**config.mk**
```make
export PLATFORM = sky130hd
export DESIGN_NAME = bludge_penalty_timer
export DESIGN_NICKNAME = d
export VERILOG_FILES = /design/src/rtl/bludge_penalty_timer.sv
export SDC_FILE = /design/constraint.sdc
export NUM_CORES = 1
export LEC_CHECK = 0
export ABC_AREA = 0
export CAP_MARGIN = 20
export CORE_MARGIN = 2
export CORE_UTILIZATION = 50
export CTS_BUF_LIST = sky130_fd_sc_hd__clkbuf_4
export DETAILED_ROUTE_END_ITERATION = 10
export GPL_TIMING_DRIVEN = 0
export PLACE_DENSITY = 0.71
export SYNTH_ARGS = -nofsm -noshare
export SYNTH_HDL_FRONTEND = slang
export SYNTH_SLANG_ARGS = --single-unit
```
**constraint.sdc**
```tcl
create_clock -name clk -period 4.1 [get_ports clk]
set_input_delay 0.41 -clock clk [delete_from_list [all_inputs] [get_ports clk]]
set_output_delay 0.41 -clock clk [all_outputs]
set_load 0.01 [all_outputs]
```
**src/rtl/bludge_penalty_timer.sv**
```systemverilog
// Hit penalty sequencer for the four bludger targets: stun, then immunity with flag clearing,
// plus saturating per-team hit tallies for the scoreboard.
module bludge_penalty_timer #(
  parameter int TICK_DIV     = 250000,
  parameter int STUN_TICKS   = 150,
  parameter int IMMUNE_TICKS = 50,
  parameter int HIT_WIDTH    = 4
) (
  input  logic                 clk,
  input  logic                 rst,
  input  logic                 game_initiated,
  input  logic                 blue_ver_bludged,
  input  logic                 blue_hor_bludged,
  input  logic                 red_ver_bludged,
  input  logic                 red_hor_bludged,
  output logic                 blue_ver_clean,
  output logic                 blue_hor_clean,
  output logic                 red_ver_clean,
  output logic                 red_hor_clean,
  output logic                 blue_ver_frozen,
  output logic                 blue_hor_frozen,
  output logic                 red_ver_frozen,
  output logic                 red_hor_frozen,
  output logic [HIT_WIDTH-1:0] blue_hits,
  output logic [HIT_WIDTH-1:0] red_hits
);

  localparam int PW   = (TICK_DIV > 1) ? $clog2(TICK_DIV) : 1;
  localparam int TMAX = (STUN_TICKS > IMMUNE_TICKS) ? STUN_TICKS : IMMUNE_TICKS;
  localparam int TW   = $clog2(TMAX) + 1;
  localparam logic [HIT_WIDTH-1:0] HIT_MAX = '1;

  typedef enum logic [1:0] {IDLE, STUN, IMMUNE} state_t;

  logic          game_active;
  logic [PW-1:0] presc;
  logic          tick;
  logic [3:0]    bludged;
  logic [3:0]    entering;
  logic [3:0]    frozen;
  logic [3:0]    clean;

  assign bludged = {red_hor_bludged, red_ver_bludged, blue_hor_bludged, blue_ver_bludged};
  assign tick    = game_active && (presc == PW'(TICK_DIV - 1));

  always_ff @(posedge clk or posedge rst) begin
    if (rst) begin
      game_active <= 1'b0;
      presc       <= '0;
    end else begin
      if (game_initiated)
        game_active <= 1'b1;
      if (game_active)
        presc <= tick ? '0 : presc + 1'b1;
    end
  end

  generate
    for (genvar gi = 0; gi < 4; gi++) begin : g_chan
      state_t        state, state_next;
      logic [TW-1:0] timer, timer_next;
      logic          frozen_q, clean_q;

      always_ff @(posedge clk or posedge rst) begin
        if (rst) begin
          state    <= IDLE;
          timer    <= '0;
          frozen_q <= 1'b0;
          clean_q  <= 1'b0;
        end else begin
          state    <= state_next;
          timer    <= timer_next;
          frozen_q <= (state == STUN);
          clean_q  <= (state == IMMUNE) || !game_active;
        end
      end

      always_comb begin
        state_next = state;
        timer_next = timer;
        case (state)
          IDLE: begin
            if (game_active && bludged[gi]) begin
              state_next = STUN;
              timer_next = TW'(STUN_TICKS - 1);
            end
          end
          STUN: begin
            if (tick) begin
              if (timer == '0) begin
                state_next = IMMUNE;
                timer_next = TW'(IMMUNE_TICKS - 1);
              end else begin
                timer_next = timer - 1'b1;
              end
            end
          end
          IMMUNE: begin
            if (tick) begin
              if (timer == '0)
                state_next = IDLE;
              else
                timer_next = timer - 1'b1;
            end
          end
          default: begin
            state_next = IDLE;
            timer_next = '0;
          end
        endcase
      end

      assign entering[gi] = (state == IDLE) && (state_next == STUN);
      assign frozen[gi]   = frozen_q;
      assign clean[gi]    = clean_q;
    end
  endgenerate

  // Both players of a team can be hit on the same edge, so the increment is 0..2.
  function automatic logic [HIT_WIDTH-1:0] sat_add(input logic [HIT_WIDTH-1:0] a,
                                                    input logic [1:0] inc);
    logic [HIT_WIDTH+1:0] sum;
    sum = {2'b00, a} + {{HIT_WIDTH{1'b0}}, inc};
    return (sum > {2'b00, HIT_MAX}) ? HIT_MAX : sum[HIT_WIDTH-1:0];
  endfunction

  always_ff @(posedge clk or posedge rst) begin
    if (rst) begin
      blue_hits <= '0;
      red_hits  <= '0;
    end else begin
      blue_hits <= sat_add(blue_hits, {1'b0, entering[0]} + {1'b0, entering[1]});
      red_hits  <= sat_add(red_hits,  {1'b0, entering[2]} + {1'b0, entering[3]});
    end
  end

  assign blue_ver_frozen = frozen[0];
  assign blue_hor_frozen = frozen[1];
  assign red_ver_frozen  = frozen[2];
  assign red_hor_frozen  = frozen[3];
  assign blue_ver_clean  = clean[0];
  assign blue_hor_clean  = clean[1];
  assign red_ver_clean   = clean[2];
  assign red_hor_clean   = clean[3];

endmodule
```
[Word level (Yosys, flattened, before mapping)]
Index checks and enable logic that the tools add are counted.
W data, S select, Z words.
Word-level totals
  flip-flop bits (word level): 79
  bits of input ports: 7
  word-level logic and storage cells: 137
Cells by class
  $add $sub $neg: 9
  magnitude comparators: 2
  equality and inequality tests: 29
  multiplexer cells: 51
  reduce and logical (&&, ||, !) cells: 26
Operators with widths (number)
  $mux W9: 20
  $pmux W9 S3: 4
  $mux W2: 20
  $logic_not A9 Y1: 4
  $sub A9 B1 Y9 const B: 4
  $ne A2 B2 Y1 const B: 16
  $pmux W2 S3: 4
  $add A18 B1 Y18 const B: 1
  $eq A18 B18 Y1 const B: 1
  $mux W18: 1
  $eq A2 B1 Y1 const B: 8
  $reduce_and A4 Y1: 4
  $add A4 B2 Y5: 2
  $gt A5 B4 Y1 const B: 2
  $logic_and A1 B1 Y1: 9
  $eq A2 B2 Y1 const B: 4
  $logic_not A2 Y1: 4
  $mux W4: 2
  $add A1 B1 Y2: 2
  $logic_or A1 B1 Y1: 4
  $logic_not A1 Y1: 1

[Logic depth before layout (Yosys ltp)]
  depth in word-level cells: 10
  mapped depth: 9
  mapped depth without buffers: 8

[Worst setup path after synthesis]
No wires, ideal clock.
  kind: reg2reg
  from: reg presc[0]
  to: reg g_chan[1].timer[5]
  arrival: 1.960 ns
  required time: 3.974 ns
  slack: 2.014 ns
  stages on the path, launching flop included: 10
  clock period less this slack: 2.086 ns
  cells stage by stage: dfrtp_1 ha_1 and4_1 buf_2 nand3_4 o21ai_0 a221oi_2 buf_2 nor3_1 a221o_1
Between the ends
  cells in the longest elaborated chain, start to end: 4
  elaborated cells between the ends (all ways): 5
  classes of those cells: eq/ne: 3; reduce/logical: 2
RTL lines
  from (decl): RTL line 36  | logic [PW-1:0] presc;
  from (signal assigned): RTL line 54  | presc <= tick ? '0 : presc + 1'b1;
  $eq A18 B18 Y1 (*): RTL line 44  | assign tick = game_active && (presc == PW'(TICK_DIV - 1));
  $logic_and A1 B1 Y1 (*): RTL line 44
  $ne A2 B2 Y1 (no source line)
  $reduce_and A4 Y1 (no source line) (*)
  to (signal assigned): RTL line 72  | timer <= timer_next;
  to (decl): RTL line 61  | logic [TW-1:0] timer, timer_next;
Mark *: on every way between the ends. The rest lies on a longest branch, timed or not.
A chain may end at the register's enable or synchronous reset.

[Worst setup path after layout]
  from: reg g_chan[0].timer[0]
  to: reg g_chan[0].timer[1]
Between the ends
  cells in the longest elaborated chain, start to end: 4
  elaborated cells between the ends (all ways): 9
  classes of those cells: add/sub: 1; eq/ne: 1; mux: 5; reduce/logical: 2
RTL lines
  from (decl): RTL line 61
  from (signal assigned): RTL line 72
  $sub A9 B1 Y9 or $logic_not A9 Y1 (tied branches)
  $mux W9 (on tied branches): RTL line 100, 90
  $mux W9 (on tied branches): RTL line 99, 89
  $pmux W9 S3: RTL line 81  | case (state)
Several ways; a longest one is shown, not always the timed one. The select of a mux whose other input is x is not followed.

==> flow_summary.json <==
{
  "yosysSeqAreaShare_pct": 44.7,
  "fin_tns_setup_ns": 0,
  "finalCriticalPeriod_ns": 2.49,
  "viasPerCell": 5.80,
  "crit_type": "flip-flop to flip-flop",
  "grt-ovfl-total": 0,
  "maxCapViolCount": 0,
  "syn_inst": 473,
  "gp_congestion": 0.884,
  "tightest_slew_ns": 0.755,
  "path_clk_slew_ns": 0.13,
  "r2r-start": "g_chan[0].timer[0]",
  "min_path_type": "input pin to asynchronous set/reset pin",
  "synth_edf_count": 0,
  "mostFrequentLayoutCells": "dfrtp_1, nor2_1, nand2_1",
  "relSlewSlack_pct": 49.2,
  "fillCellCount": 762,
  "grt_first_pass_wirelength_um": 16300,
  "p_seq_share_pct": 51.4,
  "place_area_mm2": 0.00481,
  "synthFlopType": "dfrtp_1",
  "die-area_mm2": 0.00961,
  "syn_area_per_cell_um2": 9.35,
  "crit_start": "g_chan[0].timer[0]",
  "stdcell_area_mm2": 0.00496,
  "hold_viol": 0,
  "clock_latency_ns": 0.42,
  "grt_pass1_vias": 3433,
  "fp.dieW_um": 98.1,
  "antenna_left": 0,
  "cp.arrival_ns": 2.80,
  "drtIter0Drc": 165,
  "finClkSkew_ns": 0.0172,
  "routedWlPerCell_um": 15.2,
  "vias": 3588,
  "syn_nets": 493,
  "rsz0062_at_grt": "no",
  "p_total_mw": 1.92,
  "cts_tree": "built",
  "dieHeight_um": 98.1,
  "syn_to_final_growth_pct": 12.1,
  "rrSetupSlack_ns": 1.61,
  "period_share_pct": 60.7,
  "cts_buffer_depth": 2,
  "track_usage_pct": 20.7,
  "coreArea_mm2": 0.00864,
  "cts_resized": 0,
  "cellLeakagePower_nw": 2.10,
  "setup_viol": 0,
  "async_flop_share_pct": 100,
  "p_per_area_mw_per_mm2": 387,
  "place.detailed.hpwl_um": 6670,
  "final_common_cell": "dfrtp_1",
  "route.detailed.drc": 0,
  "mappedNetlistArea_mm2": 0.00442,
  "final_max_slew_viol_count": 0,
  "synth_cell_type_count": 70,
  "p_int_mw": 1.34,
  "hold_buffers": 0,
  "n_antenna_cell": 0,
  "firstDrtPassIters": 4,
  "initial_core_util_pct": 51.2,
  "cts_made_buffers": 9,
  "drive_gt1_share_pct": 10.2,
  "combinationalPowerShare_pct": 21.9,
  "peakVddDrop_uv": 237,
  "placementRows": 34,
  "crit_fanout": 10,
  "grt_max_degree": 63,
  "crit_path_end_kind": "flip-flop",
  "p_sw_share_pct": 30.3,
  "cp-endpoint": "g_chan[0].timer[1]",
  "outcome": "finished clean",
  "cts-root-buf": "clkbuf_4",
  "cts.sinks": 79,
  "p_sw_mw": 0.581,
  "power.share.clock_pct": 26.7,
  "nNetsFinal": 527,
  "ys_seq_elements": 79,
  "htreeDepth": 3,
  "start_kind": "flip-flop",
  "routed_wl_um": 9400,
  "crit_required_ns": 4.41,
  "numPortBuffers": 22,
  "whs_ns": 0.267,
  "yosys_warnings": 0,
  "cts_setup_buffers": 0,
  "pin_count": 23,
  "rr_worst_depth": 9,
  "reg2reg_to": "g_chan[0].timer[1]",
  "antenna_found_initial": 0,
  "fmaxAchievable_mhz": 402
}
[registers in the layout, indices dropped and copies added (netlist names)]
name	cells
blue_hits	4
blue_hor_clean	1
blue_hor_frozen	1
blue_ver_clean	1
blue_ver_frozen	1
g_chan.state	8
g_chan.timer	36
game_active	1
presc	18
red_hits	4
red_hor_clean	1
red_hor_frozen	1
red_ver_clean	1
red_ver_frozen	1
[worst min path at each step]
stage | slack, ns | cells after the start | endpoint
floorplan | 0.44 | 1 | presc[17]
global placement | 0.46 | 1 | presc[17]
detailed placement | 0.48 | 1 | presc[17]
CTS | 0.26 | 2 | g_chan[3].timer[2]
global route | 0.26 | 2 | g_chan[3].timer[2]
finish | 0.27 | 2 | g_chan[3].timer[2]
[power groups by stage]
| stage | registers (mW) | clock network (mW) | logic, mW |
|---|---|---|---|
| 2_1_floorplan | 0.999 | 0 | 0.252 |
| 3_3_place_gp | 0.995 | 0 | 0.402 |
| 3_5_place_dp | 0.999 | 0 | 0.424 |
| 4_1_cts | 0.987 | 0.527 | 0.425 |
| 5_1_grt | 1.01 | 0.564 | 0.477 |
| 6_report | 0.986 | 0.511 | 0.420 |
[metrics by stage]
step / instances / utilization (%) / setup WS [ns]
after floorplan: 473 / - / 1.67
after global placement: 603 / 55.3 / 0.306
after detailed placement: 604 / 55.7 / 1.72
after CTS: 619 / 57.4 / 1.67
after global routing: 619 / 57.4 / 1.43
final: 619 / 57.4 / 1.61
[final cells by class]
| type | count | area, um^2 | area share [%] |
|---|---|---|---|
| inverters | 26 | 100 | 2.02 |
| clock buffers | 10 | 75.1 | 1.51 |
| well taps | 108 | 135 | 2.73 |
| clock inverters | 5 | 73.8 | 1.49 |
| plain buffers | 14 | 76.3 | 1.54 |
| repair buffers | 23 | 248 | 5.00 |
| multi-input cells | 354 | 2270 | 45.8 |
| flip-flops and latches | 79 | 1980 | 39.9 |
[critical path: stages, from the launching register on]
cell and delay [ns]:
dfrtp_1 0.45, inv_1 0.10, ha_1 0.15, nor4b_1 0.53, and2_1 0.34, nor3_2 0.06, a21oi_1 0.32, buf_6 0.19
nor2b_1 0.05, a211oi_1 0.22
[per-layer routing]
layer | vias up | track usage (%) | part of all wire, % | routed length (um)
met4 | 0 | 5.24 | 1.2 | 115
met1 | 1734 | 27.8 | 47 | 4450
met5 | - | 0 | 0 | 0
li1 | 1766 | - | - | -
met3 | 12 | 5.23 | 3.7 | 345
met2 | 76 | 33.8 | 48 | 4490
[synthesized netlist by cell type (3+ instances only)]
cell type | count | area share, %
dfrtp_1 | 79 | 45
nand2_1 | 45 | 3.8
nor2_1 | 45 | 3.8
o21ai_0 | 33 | 3.7
nand3_1 | 30 | 3.4
a21oi_1 | 26 | 2.9
inv_1 | 26 | 2.2
nor3_1 | 14 | 1.6
xnor2_1 | 14 | 2.8
nand2b_1 | 12 | 1.7
ha_1 | 11 | 3.1
or3_1 | 8 | 1.1
buf_2 | 7 | 0.79
a21o_1 | 6 | 1.0
a31oi_1 | 6 | 0.85
and3_1 | 6 | 0.85
nor4_1 | 6 | 0.85
clkbuf_1 | 5 | 0.42
nor2b_1 | 5 | 0.71
or4_1 | 5 | 0.85
nand4_1 | 4 | 0.57
o211ai_1 | 4 | 0.68
o21ai_1 | 4 | 0.45
o22ai_1 | 4 | 0.57
a31o_2 | 3 | 0.59
and2_1 | 3 | 0.42
mux2i_1 | 3 | 0.68
o21bai_1 | 3 | 0.51
o31ai_1 | 3 | 0.51
[logic make-up (layout without fill, tap and decap cells)]
family / Yosys count / count (layout) / synth area share [%]
simple gates: 208 / 208 / 25.8
fa+ha+maj: 13 / 13 / 4.02
compound gates: 112 / 112 / 17.2
mux: 5 / 5 / 1.19
xor+xnor: 16 / 16 / 3.17
buf+inv: 40 / 78 / 3.93
flops: 79 / 79 / 44.7
Power figures use the tool's default switching activity.
